===== src/rtl/multi_rate_timer.sv =====
// Multi-rate game timer: counts base ticks up to / down from a programmable end value,
// with the tick rate scaled 1x..4x by a fractional accumulator.
module multi_rate_timer #(
    parameter int unsigned CLK_FREQ_HZ = 50_000_000,
    parameter int unsigned TICK_HZ     = 1000,
    parameter int unsigned WIDTH       = 12
) (
    input  logic             clk,
    input  logic             reset,
    input  logic             enable,
    input  logic             start,
    input  logic [1:0]       difficulty,
    input  logic [WIDTH-1:0] end_value,
    input  logic             count_down,
    input  logic             auto_reload,
    output logic [WIDTH-1:0] timer_value,
    output logic             tick,
    output logic             done_pulse,
    output logic             end_reached,
    output logic             running
);

    localparam int unsigned DIV   = CLK_FREQ_HZ / TICK_HZ;
    localparam int unsigned ACC_W = $clog2(DIV + 4);
    localparam logic [ACC_W-1:0] DIV_C = ACC_W'(DIV);

    typedef enum logic [1:0] {S_IDLE, S_RUN, S_DONE} state_t;

    state_t             r_state;
    logic [WIDTH-1:0]   r_value;
    logic [ACC_W-1:0]   r_acc;
    logic               r_down;
    logic               r_reload;
    logic               r_tick;
    logic               r_done_pulse;
    logic               r_end_reached;
    logic               r_running;

    logic [ACC_W-1:0]   w_step;
    logic [ACC_W-1:0]   w_sum;
    logic               w_hit;
    logic [WIDTH-1:0]   w_next_val;
    logic               w_terminal;
    logic [WIDTH-1:0]   w_load;
    logic [WIDTH-1:0]   w_reload_val;

    always_comb begin
        w_step       = ACC_W'(difficulty) + ACC_W'(1);
        w_sum        = r_acc + w_step;
        w_hit        = (w_sum >= DIV_C);
        w_next_val   = r_down ? (r_value - 1'b1) : (r_value + 1'b1);
        // >= in up mode so a mid-run lowering of end_value still terminates
        w_terminal   = r_down ? (w_next_val == '0) : (w_next_val >= end_value);
        w_load       = count_down ? end_value : '0;
        w_reload_val = r_down ? end_value : '0;
    end

    always_ff @(posedge clk) begin
        if (reset) begin
            r_state       <= S_IDLE;
            r_value       <= '0;
            r_acc         <= '0;
            r_down        <= 1'b0;
            r_reload      <= 1'b0;
            r_tick        <= 1'b0;
            r_done_pulse  <= 1'b0;
            r_end_reached <= 1'b0;
            r_running     <= 1'b0;
        end else begin
            r_tick       <= 1'b0;
            r_done_pulse <= 1'b0;
            if (start) begin
                r_value  <= w_load;
                r_acc    <= '0;
                r_down   <= count_down;
                r_reload <= auto_reload;
                // load value equals target only when end_value is zero, in either direction
                if (end_value == '0) begin
                    r_state       <= S_DONE;
                    r_done_pulse  <= 1'b1;
                    r_end_reached <= 1'b1;
                    r_running     <= 1'b0;
                end else begin
                    r_state       <= S_RUN;
                    r_end_reached <= 1'b0;
                    r_running     <= 1'b1;
                end
            end else if (r_state == S_RUN && enable) begin
                if (w_hit) begin
                    r_acc  <= w_sum - DIV_C;
                    r_tick <= 1'b1;
                    if (w_terminal) begin
                        r_done_pulse <= 1'b1;
                        if (r_reload) begin
                            r_value <= w_reload_val;
                        end else begin
                            r_value       <= w_next_val;
                            r_state       <= S_DONE;
                            r_end_reached <= 1'b1;
                            r_running     <= 1'b0;
                        end
                    end else begin
                        r_value <= w_next_val;
                    end
                end else begin
                    r_acc <= w_sum;
                end
            end
        end
    end

    assign timer_value = r_value;
    assign tick        = r_tick;
    assign done_pulse  = r_done_pulse;
    assign end_reached = r_end_reached;
    assign running     = r_running;

endmodule

===== config.mk =====
export PLATFORM = sky130hd
export DESIGN_NAME = multi_rate_timer
export DESIGN_NICKNAME = d
export VERILOG_FILES = /design/src/rtl/multi_rate_timer.sv
export SDC_FILE = /design/constraint.sdc
export NUM_CORES = 1
export LEC_CHECK = 0
export BUFFER_PORTS_ARGS = -buffer_cell sky130_fd_sc_hd__clkbuf_2
export CORE_UTILIZATION = 40
export CTS_CLUSTER_DIAMETER = 50
export DETAILED_ROUTE_END_ITERATION = 7
export PLACE_DENSITY = 0.65
export SKIP_CTS_REPAIR_TIMING = 1
export SLEW_MARGIN = 20
export SYNTH_ARGS = -nofsm -noshare
export SYNTH_HDL_FRONTEND = slang
export SYNTH_SLANG_ARGS = --single-unit

===== constraint.sdc =====
create_clock -name clk -period 4 [get_ports clk]
set_input_delay 0.8 -clock clk [delete_from_list [all_inputs] [get_ports clk]]
set_output_delay 0.8 -clock clk [all_outputs]
set_load 0.05 [all_outputs]

== Word level (Yosys, flattened, before mapping) ==
Cells that the tools add are included.

* Bits in registers: 36
* Input bits: 20
* Output and inout bits: 16
* Logic and storage cells: 62

* Add/subtract/negate cells: 5
* Order comparisons: 2
* Equality and inequality tests: 2
* Mux-type cells: 33
* Bitwise gates (word level): 1
* Reduce and logical (&&, ||, !) cells: 10

{| class="wikitable"
|+ Operator list
! operator !! number
|-
| $mux 12 || 8
|-
| $logic_not 12->1 || 2
|-
| $mux 1 || 18
|-
| $add 16x3->16 || 1
|-
| $ge 16x16->1 const B || 1
|-
| $mux 16 || 1
|-
| $sub 16x16->16 const B || 1
|-
| $add 12x1->12 const B || 1
|-
| $ge 12x12->1 || 1
|-
| $mux 2 || 6
|-
| $sub 12x1->12 const B || 1
|-
| $reduce_bool 2->1 || 3
|-
| $reduce_and 4->1 || 1
|-
| $add 2x1->3 const B || 1
|-
| $reduce_or 3->1 || 1
|-
| $eq 2x1->1 const B || 1
|-
| $ne 2x2->1 const B || 1
|-
| $reduce_and 2->1 || 1
|-
| $reduce_or 2->1 || 1
|-
| $logic_and 1x1->1 || 1
|-
| $not 1->1 || 1
|}

== Depth between registers and ports, before layout ==
Gate-level depths: netlist (run 1).

* Depth in word-level cells: 8
* Mapped depth: 19
* Gate-level depth less buffers: 17

== Worst setup path after synthesis (run 1) ==
Ideal clock, no wire load.

* Path kind: input-to-reg
* From: input port difficulty[0]
* To: register r_acc[7]
* Setup time: 0.071 ns
* Arrival: 3.986 ns
* Required time: 3.929 ns
* Path slack: -0.057 ns
* Stages: 18
* Path buffers: 1
* Path through: inv_1 ha_1 inv_1 fa_1 buf_2 nand3_1 xnor2_1 inv_1 ha_1 nand2b_1 nor2_1 a211oi_1 o211ai_1 a221oi_4 nor2_2 o311a_1 or4_1 a21oi_1

* Longest elaborated chain between the ends: 4
* Elaborated cells between the ends (all ways): 5
* Classes of those cells: add/sub: 3; order compare: 1; mux: 1

{| class="wikitable"
|+ Ends and longest elaborated chain
! element !! line !! RTL
|-
| start: declaration || 12 || <nowiki>input logic [1:0] difficulty,</nowiki>
|-
| $add 2x1->3 * || 48 || <nowiki>w_step = ACC_W'(difficulty) + ACC_W'(1);</nowiki>
|-
| $add 16x3->16 * || 49 || <nowiki>w_sum = r_acc + w_step;</nowiki>
|-
| $sub 16x16->16 / $ge 16x16->1 (equally long branches) || 90, 50 ||
|-
| $mux 16 * || 89 || <nowiki>if (w_hit) begin</nowiki>
|-
| end signal: assignment || 90 || <nowiki>r_acc <= w_sum - DIV_C;</nowiki>
|-
| end signal: assignment || 106 || <nowiki>r_acc <= w_sum;</nowiki>
|-
| end: declaration || 31 || <nowiki>logic [ACC_W-1:0] r_acc;</nowiki>
|}

Mark *: on every way between the ends. The rest lies on a longest branch, timed or not.
A chain may end at the register's enable or synchronous reset.

== Final worst setup path (run 1) ==
* From: register r_down
* To: register r_value[4] (netlist: timer_value[4])

* Longest elaborated chain between the ends: 7
* Elaborated cells between the ends (all ways): 10
* Classes of those cells: order compare: 1; mux: 8; reduce/logical: 1

{| class="wikitable"
|+ Ends and longest elaborated chain
! element !! line !! RTL
|-
| start: declaration || 32 || <nowiki>logic r_down;</nowiki>
|-
| start signal: assignment || 75 || <nowiki>r_down <= count_down;</nowiki>
|-
| $mux 12 || 51 || <nowiki>w_next_val = r_down ? (r_value - 1'b1) : (r_value + 1'b1);</nowiki>
|-
| $ge 12x12->1 / $logic_not 12->1 (equally long branches) || 53 || <nowiki>w_terminal = r_down ? (w_next_val == '0) : (w_next_val >= end_value);</nowiki>
|-
| $mux 1 || 53 ||
|-
| $mux 12 * || 92 || <nowiki>if (w_terminal) begin</nowiki>
|-
| $mux 12 * || 89 ||
|-
| $mux 12 * || 88 || <nowiki>end else if (r_state == S_RUN && enable) begin</nowiki>
|-
| $mux 12 * || 72 || <nowiki>if (start) begin</nowiki>
|-
| end signal: assignment || 73 || <nowiki>r_value <= w_load;</nowiki>
|-
| end signal: assignment || 95 || <nowiki>r_value <= w_reload_val;</nowiki>
|-
| end signal: assignment || 97 || <nowiki>r_value <= w_next_val;</nowiki>
|-
| end: declaration || 30 || <nowiki>logic [WIDTH-1:0] r_value;</nowiki>
|}

Mark *: on every way between the ends. The rest lies on a longest branch, timed or not. The select of a mux whose other input is x is not followed.

==> metrics.md, run 1 <==
| Metric | Value |
|---|---|
| Pwr dens | `255 mW/mm²` |
| Clock tree buffer depth | `2` |
| Synth Area in Adders | `0.117` |
| Port-buffer cells | `35` |
| Flops & latches, synth | `34` |
| Final Critical Period | `3.87 ns` |
| CP arrival | `4.08 ns` |
| Lkg Pwr | `1.68 nW` |
| Clock Tree Root | `clkbuf_8` |
| Post-Route WL | `9050 µm` |
| Area contributors post-synth | `dfxtp_1 (21%), ha_1 (10%), nand2_1 (4.5%)` |
| Final net count | `525` |
| Worst setup margin | `0.131 ns` |
| Compound-Gate Fraction of Synth Area | `0.299` |
| Met3 Track Usage GR | `0.0390` |
| Die area | `0.00842 mm²` |
| Max stage delay on crit path | `0.37 ns` |
| Buf/Inv on CP | `2` |
| All-layer global routing usage | `0.216` |
| Mean Syn Cell Area | `7.64 µm²` |
| GP Congestion | `0.910` |
| Hold Startpoint | `r_acc[0]$_SDFFE_PP0P_` |
| Htree depth | `2` |
| Slew HR | `0.640` |
| Post-synth top area share | `0.211` |
| Diodes inserted | `0` |
| DRC | `0` |
| Hold Path Stages | `2` |
| # Max-Cap Violations | `0` |
| Worst-path maximum fanout | `6` |
| Final setup viols | `0` |
| I/O pins | `36` |
| Crit start category | `flip-flop` |
| Vias | `3380` |
| Grt peak-use layer | `met2` |
| CTS clock-pin slew for the worst setup and hold paths | `0.08 ns` |
| Initial antenna violation count | `0` |
| Syn_nets | `471` |
| Post-synthesis mux area share | `0.00621` |
| Largest area contributor in the netlist | `dfxtp_1` |
| Chip height | `91.8 µm` |
| Final Max Tran Viols | `0` |
| Num rows | `32` |
| Fmax | `0.258 GHz` |
| Hold Path Class | `reg2reg` |
| Core ar. | `0.00777 mm²` |
| Setup Skew | `0.0143 ns` |
| Util after Layout | `0.503` |
| Outcome | `completed` |
| Share of cells above drive strength 1 | `0.216` |
| R2r endpoint | `timer_value[4]$_SDFFE_PP0P_` |
| Placed cells | `567` |
| Hold Path Sink | `r_acc[0]$_SDFFE_PP0P_` |
| CP top delay family | `compound AO/OA/AOI/OAI gates` |
| Final ANT Viol Nets | `0` |
| RSZ-0062 raised after global routing | `yes` |
| Asr flop ratio synth | `0` |
| FF-to-FF setup slack | `0.13 ns` |
| Routing usage on met2 | `0.372` |
| Post-Synth Simple-Gate Area | `0.250` |
| Initial DRC count | `182` |
| First-pass GRT wire length | `14800 µm` |
| Worst Setup Path Type | `reg2reg` |
| Pin count of the biggest net entering global routing | `22` |
| Fin. Hold Viols | `0` |
| HPWL after detailed placement | `6900 µm` |
| Clk_lat worst skew | `0.29 ns` |
| Final instance area | `0.00391 mm²` |
| Reg2Reg Depth | `16` |
| Starting Density | `0.415` |
| Post-synth EDFFs | `0` |
| CTS tree | `built` |
| Wire length per cell | `15.6 µm` |
| FF-to-FF Start | `r_down$_SDFFE_PP0P_` |
| Top_reg_cell synth | `dfxtp_1` |
| Hold Worst Slack | `0.495 ns` |
| CP Cell Sequence | `buf_4 -> ha_1 -> and3_1 -> a211o_1 -> and2_1 -> a21oi_1 -> xnor2_1 -> ha_1 -> and4_1 -> a2111oi_2 -> o211a_1 -> nor2b_2 -> a21boi_4 -> buf_4 -> nand2b_1 -> a31oi_1` |
| Worst setup EP type | `flip-flop` |
| Seq/Total Area, Yosys | `0.211` |
| Critical-path top delay cell | `a211o_1` |
| CTS buffer count | `5` |
| Warnings, synthesis | `0` |
| # clock sinks | `34` |
| Final non-filler cell total | `579` |
| Worst slew pin tran | `0.539 ns` |
| VDD IR max | `119 µV` |
| # fillers | `785` |
| CP required | `4.22 ns` |
| Netlist cell types | `67` |
| Fin Setup TNS | `0 ns` |
| Met1 Usage GRT | `0.271` |
| Pre-CTS setup slack | `-0.0683 ns` |
| Xor/xnor share of the synthesized area | `0.0598` |
| Width of the die | `91.8 µm` |
| Post-Synthesis Cells | `422` |
| Routed vias/inst | `5.84` |
| Combinational family with the most area after synthesis | `compound AO/OA/AOI/OAI gates` |
| Tcrit/Tclk final | `0.967` |
| Pre-antenna DRT Iters | `4` |
| Total Power | `0.997 mW` |
| Dpl cell area | `0.00367 mm²` |
| Synthesis-to-layout area growth | `21.3%` |
| Grt ovf | `0` |
| Vias in the first global route | `3172` |
| Synthesized area | `0.00322 mm²` |
-- tightest hold or removal path, cell delays in order (launching register included) --
cell      delay, ns
dfxtp_1        0.31
nor2_1         0.09
a211oi_1       0.05
-- where the power goes --
group / internal [mW] / switching, mW / total, mW
Sequential: 0.349 / 0.0104 / 0.359
Combinational: 0.0910 / 0.152 / 0.243
Clock: 0.250 / 0.144 / 0.394
Total: 0.690 / 0.307 / 0.997
-- registers in the layout, summed over array words and instances (netlist names) --
name         count
r_acc           16
timer_value     12
r_state          2
done_pulse       1
r_down           1
r_reload         1
tick             1
-- cells in the mapped netlist (5+ instances only) --
cell      count
nor3_1       18
nand2_1      39
nor4_1        9
a221o_1       6
o31ai_1       8
nand4_1       7
nor2_1       30
xnor2_1      13
xor2_1        9
buf_2         6
a31oi_1      11
and3_1        6
nand2b_1      6
a21oi_1      25
dfxtp_1      34
a21o_1        9
o21ai_0      18
inv_1        26
o21a_1        5
clkbuf_1     14
nand3_1      11
a211oi_1      8
ha_1         27
-- cell usage in the layout, fill, tap and decap left out, types with 3 or more instances in the layout --
cell type  Yosys  final
a211oi_1       8      7
a21o_1         9      9
a21oi_1       25     23
a221o_1        6      6
a221oi_1       4      4
a31oi_1       11     11
and2_1         4      4
and3_1         6      6
and4_1         3      3
buf_4          0     33
clkbuf_2       0     35
clkbuf_8       0      5
dfxtp_1       34     33
ha_1          27     26
inv_1         26     26
nand2_1       39     39
nand2b_1       6      5
nand3_1       11     10
nand4_1        7      7
nor2_1        30     30
nor3_1        18     17
nor4_1         9      9
o211ai_1       4      4
o21a_1         5      5
o21ai_0       18     18
o22ai_1        3      3
o31a_1         3      3
o31ai_1        8      8
or4_1          4      4
xnor2_1       13     11
xor2_1         9      9
-- worst max path at each step --
stage                              from                          end  cells past startpoint  slack (ns)
global placement          difficulty[0]        r_acc[7]$_SDFFE_PP0P_                     18       0.006
CTS                 r_down$_SDFFE_PP0P_  timer_value[7]$_SDFFE_PP0P_                     17        0.14
detailed placement        difficulty[0]        r_acc[7]$_SDFFE_PP0P_                     18       -0.07
finish              r_down$_SDFFE_PP0P_  timer_value[4]$_SDFFE_PP0P_                     16        0.13
global route        r_down$_SDFFE_PP0P_  timer_value[4]$_SDFFE_PP0P_                     18       -0.09
floorplan                 difficulty[0]        r_acc[7]$_SDFFE_PP0P_                     15       0.007
-- final cells by class --
cell class,instances,area (µm²),share of cell area
sequential,34,682,0.174
clock buffer,5,68.8,0.0176
timing repair buffer,68,423,0.108
inverter,26,97.6,0.0250
multi-input combinational,341,2440,0.625
clock inverter,3,68.8,0.0176
tap,102,128,0.0326
-- routing by layer --
| layer | wire, µm | vias up |
|---|---|---|
| li1 | - | 1684 |
| met1 | 3930 | 1583 |
| met2 | 4520 | 98 |
| met3 | 419 | 15 |
| met4 | 178 | 0 |
| met5 | 0 | - |
-- cells by family after synthesis --
| kind of cell | count (synthesis) |
|---|---|
| simple gates | 156 |
| fa+ha+maj | 29 |
| mux | 2 |
| flops | 34 |
| buf+inv | 47 |
| compound gates | 132 |
| xor+xnor | 22 |
No activity file was read; power rests on OpenSTA's default activity.
==> run 2: changes to the inputs <==
CORE_UTILIZATION = 54   (was 40)
PLACE_DENSITY = 0.82   (was 0.65)
==> metrics.md, run 2 (same netlist as run 1, synthesis figures left out) <==
| Metric | Value |
|---|---|
| Outcome | `completed` |
| First-pass GRT wire length | `13900 µm (-5.7%)` |
| Core ar. | `0.00564 mm² (-27%)` |
| Most common cell after layout, fill and taps aside | `nand2_1` |
| Post-Route WL | `8890 µm (-1.8%)` |
| Biggest register | `r_acc` |
| Vias | `3450 (+2.1%)` |
| Pin count of the biggest net entering global routing | `22 (unchanged)` |
| Chip height | `79.3 µm (-14%)` |
| CP required | `4.23 ns (about the same)` |
| VDD IR max | `163 µV (+38%)` |
| # fillers | `465 (-41%)` |
| RSZ-0062 raised after global routing | `no` |
| Starting Density | `0.571 (+0.156)` |
| Num rows | `27 (-16%)` |
| Pwr dens | `246 mW/mm² (-3.6%)` |
| Fin. Hold Viols | `0 (unchanged)` |
| CTS buffer count | `5 (unchanged)` |
| Reg2Reg Depth | `14 (-2)` |
| Worst-path maximum fanout | `5 (-1)` |
| CTS tree | `built` |
| Worst slew pin tran | `0.633 ns (+0.0935 ns)` |
| Reg area | `684 µm² (+0.37%)` |
| Hold Path Class | `reg2reg` |
| Worst Setup Path Type | `in2reg` |
| Port-buffer cells | `35 (unchanged)` |
| Max reg flops | `16 (unchanged)` |
| Final ANT Viol Nets | `0 (unchanged)` |
| # Max-Cap Violations | `0 (unchanged)` |
| Dpl cell area | `0.00359 mm² (-2.0%)` |
| Hold Startpoint | `r_state[0]$_SDFFE_PP0P_` |
| Hold Path Stages | `2 (unchanged)` |
| All-layer global routing usage | `0.283 (+0.0667)` |
| Grt ovf | `0 (unchanged)` |
| Final Max Tran Viols | `0 (unchanged)` |
| Width of the die | `79.3 µm (-14%)` |
| Tcrit/Tclk final | `0.965 (-0.00187)` |
| Final net count | `516 (-1.7%)` |
| Clk_lat worst skew | `0.29 ns (about the same)` |
| # clock sinks | `34 (unchanged)` |
| CP arrival | `4.09 ns (about the same)` |
| DRC | `0 (unchanged)` |
| FF-to-FF Start | `r_down$_SDFFE_PP0P_` |
| Final Critical Period | `3.86 ns (-0.00747 ns)` |
| Htree depth | `2 (unchanged)` |
| Most frequent cells in the layout | `nand2_1 (39), clkbuf_2 (35), dfxtp_1 (33)` |
| Wire length per cell | `16.5 µm (+5.3%)` |
| Synthesis-to-layout area growth | `16.3%` |
| Die area | `0.00628 mm² (-25%)` |
| Initial antenna violation count | `0 (unchanged)` |
| Final instance area | `0.00375 mm² (-4.2%)` |
| Pre-antenna DRT Iters | `5 (+1)` |
| HPWL after detailed placement | `6730 µm (-2.4%)` |
| I/O pins | `36 (unchanged)` |
| Diodes inserted | `0 (unchanged)` |
| Initial DRC count | `352 (+93%)` |
| Crit start category | `input port` |
| Routed vias/inst | `6.39 (+9.4%)` |
| Lkg Pwr | `1.61 nW (-4.0%)` |
| R2r endpoint | `timer_value[5]$_SDFFE_PP0P_` |
| Area occupied by multi-input gates | `0.00241 mm² (-1.3%)` |
| Util after Layout | `0.664 (+0.161)` |
| FF-to-FF setup slack | `0.16 ns (+0.03 ns)` |
| Slew HR | `0.577 (-0.0634)` |
| Vias in the first global route | `2964 (-6.6%)` |
| Hold Path Sink | `r_state[0]$_SDFFE_PP0P_` |
| Clock Tree Root | `clkbuf_8` |
| Share of cells above drive strength 1 | `0.192 (-0.0236)` |
| Fmax | `0.259 GHz (+0.19%)` |
| Setup Skew | `0.00824 ns (-0.00604 ns)` |
| Worst setup EP type | `flip-flop` |
| Final setup viols | `0 (unchanged)` |
| Clock tree buffer depth | `2 (unchanged)` |
| GP Congestion | `0.950 (+4.3%)` |
| CTS clock-pin slew for the worst setup and hold paths | `0.08 ns (about the same)` |
[run 2: worst max path at each step]
stage	start	endpoint	cells after the start
floorplan	difficulty[0]	r_acc[7]$_SDFFE_PP0P_	15
global placement	difficulty[0]	r_acc[7]$_SDFFE_PP0P_	18
detailed placement	difficulty[0]	r_acc[7]$_SDFFE_PP0P_	18
CTS	r_down$_SDFFE_PP0P_	timer_value[9]$_SDFFE_PP0P_	14
global route	r_down$_SDFFE_PP0P_	timer_value[7]$_SDFFE_PP0P_	15
finish	difficulty[1]	r_acc[7]$_SDFFE_PP0P_	15
[run 2: layer usage]
layer,vias up,share of wire,track usage
li1,1672,-,-
met1,1624,0.48,0.394
met3,14,0.062,0.0529
met5,-,0,0
met2,140,0.44,0.435
met4,0,0.012,0.0927
[run 2: where the power goes]
group | switching [mW] | internal, mW | total, mW
registers | 0.0126 | 0.348 | 0.361
logic | 0.147 | 0.0838 | 0.231
clock network | 0.145 | 0.184 | 0.329
[run 2: worst max-delay path: stages]
cell and delay, ns:
clkbuf_2 0.11, ha_1 0.28, nor2b_1 0.14, o21a_1 0.22, xnor2_2 0.18, ha_1 0.20
nand2b_4 0.13, a21oi_1 0.09, a211oi_2 0.25, o211ai_1 0.21, a221oi_4 0.41, nor2_4 0.08
o311a_1 0.30, or4_1 0.53, a21oi_2 0.16
[run 2: cell type report]
cell class	instances	share of cell area
clock buffers	5	0.0184
clock inverters	3	0.0107
inverters	26	0.0260
multi-input cells	341	0.643
flip-flops and latches	34	0.183
well taps	72	0.0240
repair buffers	59	0.0948
[run 2: through the flow]
step / setup slack (ns) / hold slack [ns] / std cells / setup TNS [ns] / power [mW]
2_1_floorplan: 0.00698 / 0.471 / 422 / 0 / 0.527
4_1_cts: 0.0379 / 0.494 / 540 / 0 / 0.921
3_5_place_dp: -0.126 / 0.483 / 532 / -0.126 / 0.592
5_1_grt: 0.00186 / 0.520 / 540 / 0 / 0.963
6_report: 0.138 / 0.493 / 540 / 0 / 0.921
3_3_place_gp: 0.0436 / 0.479 / 532 / 0 / 0.584
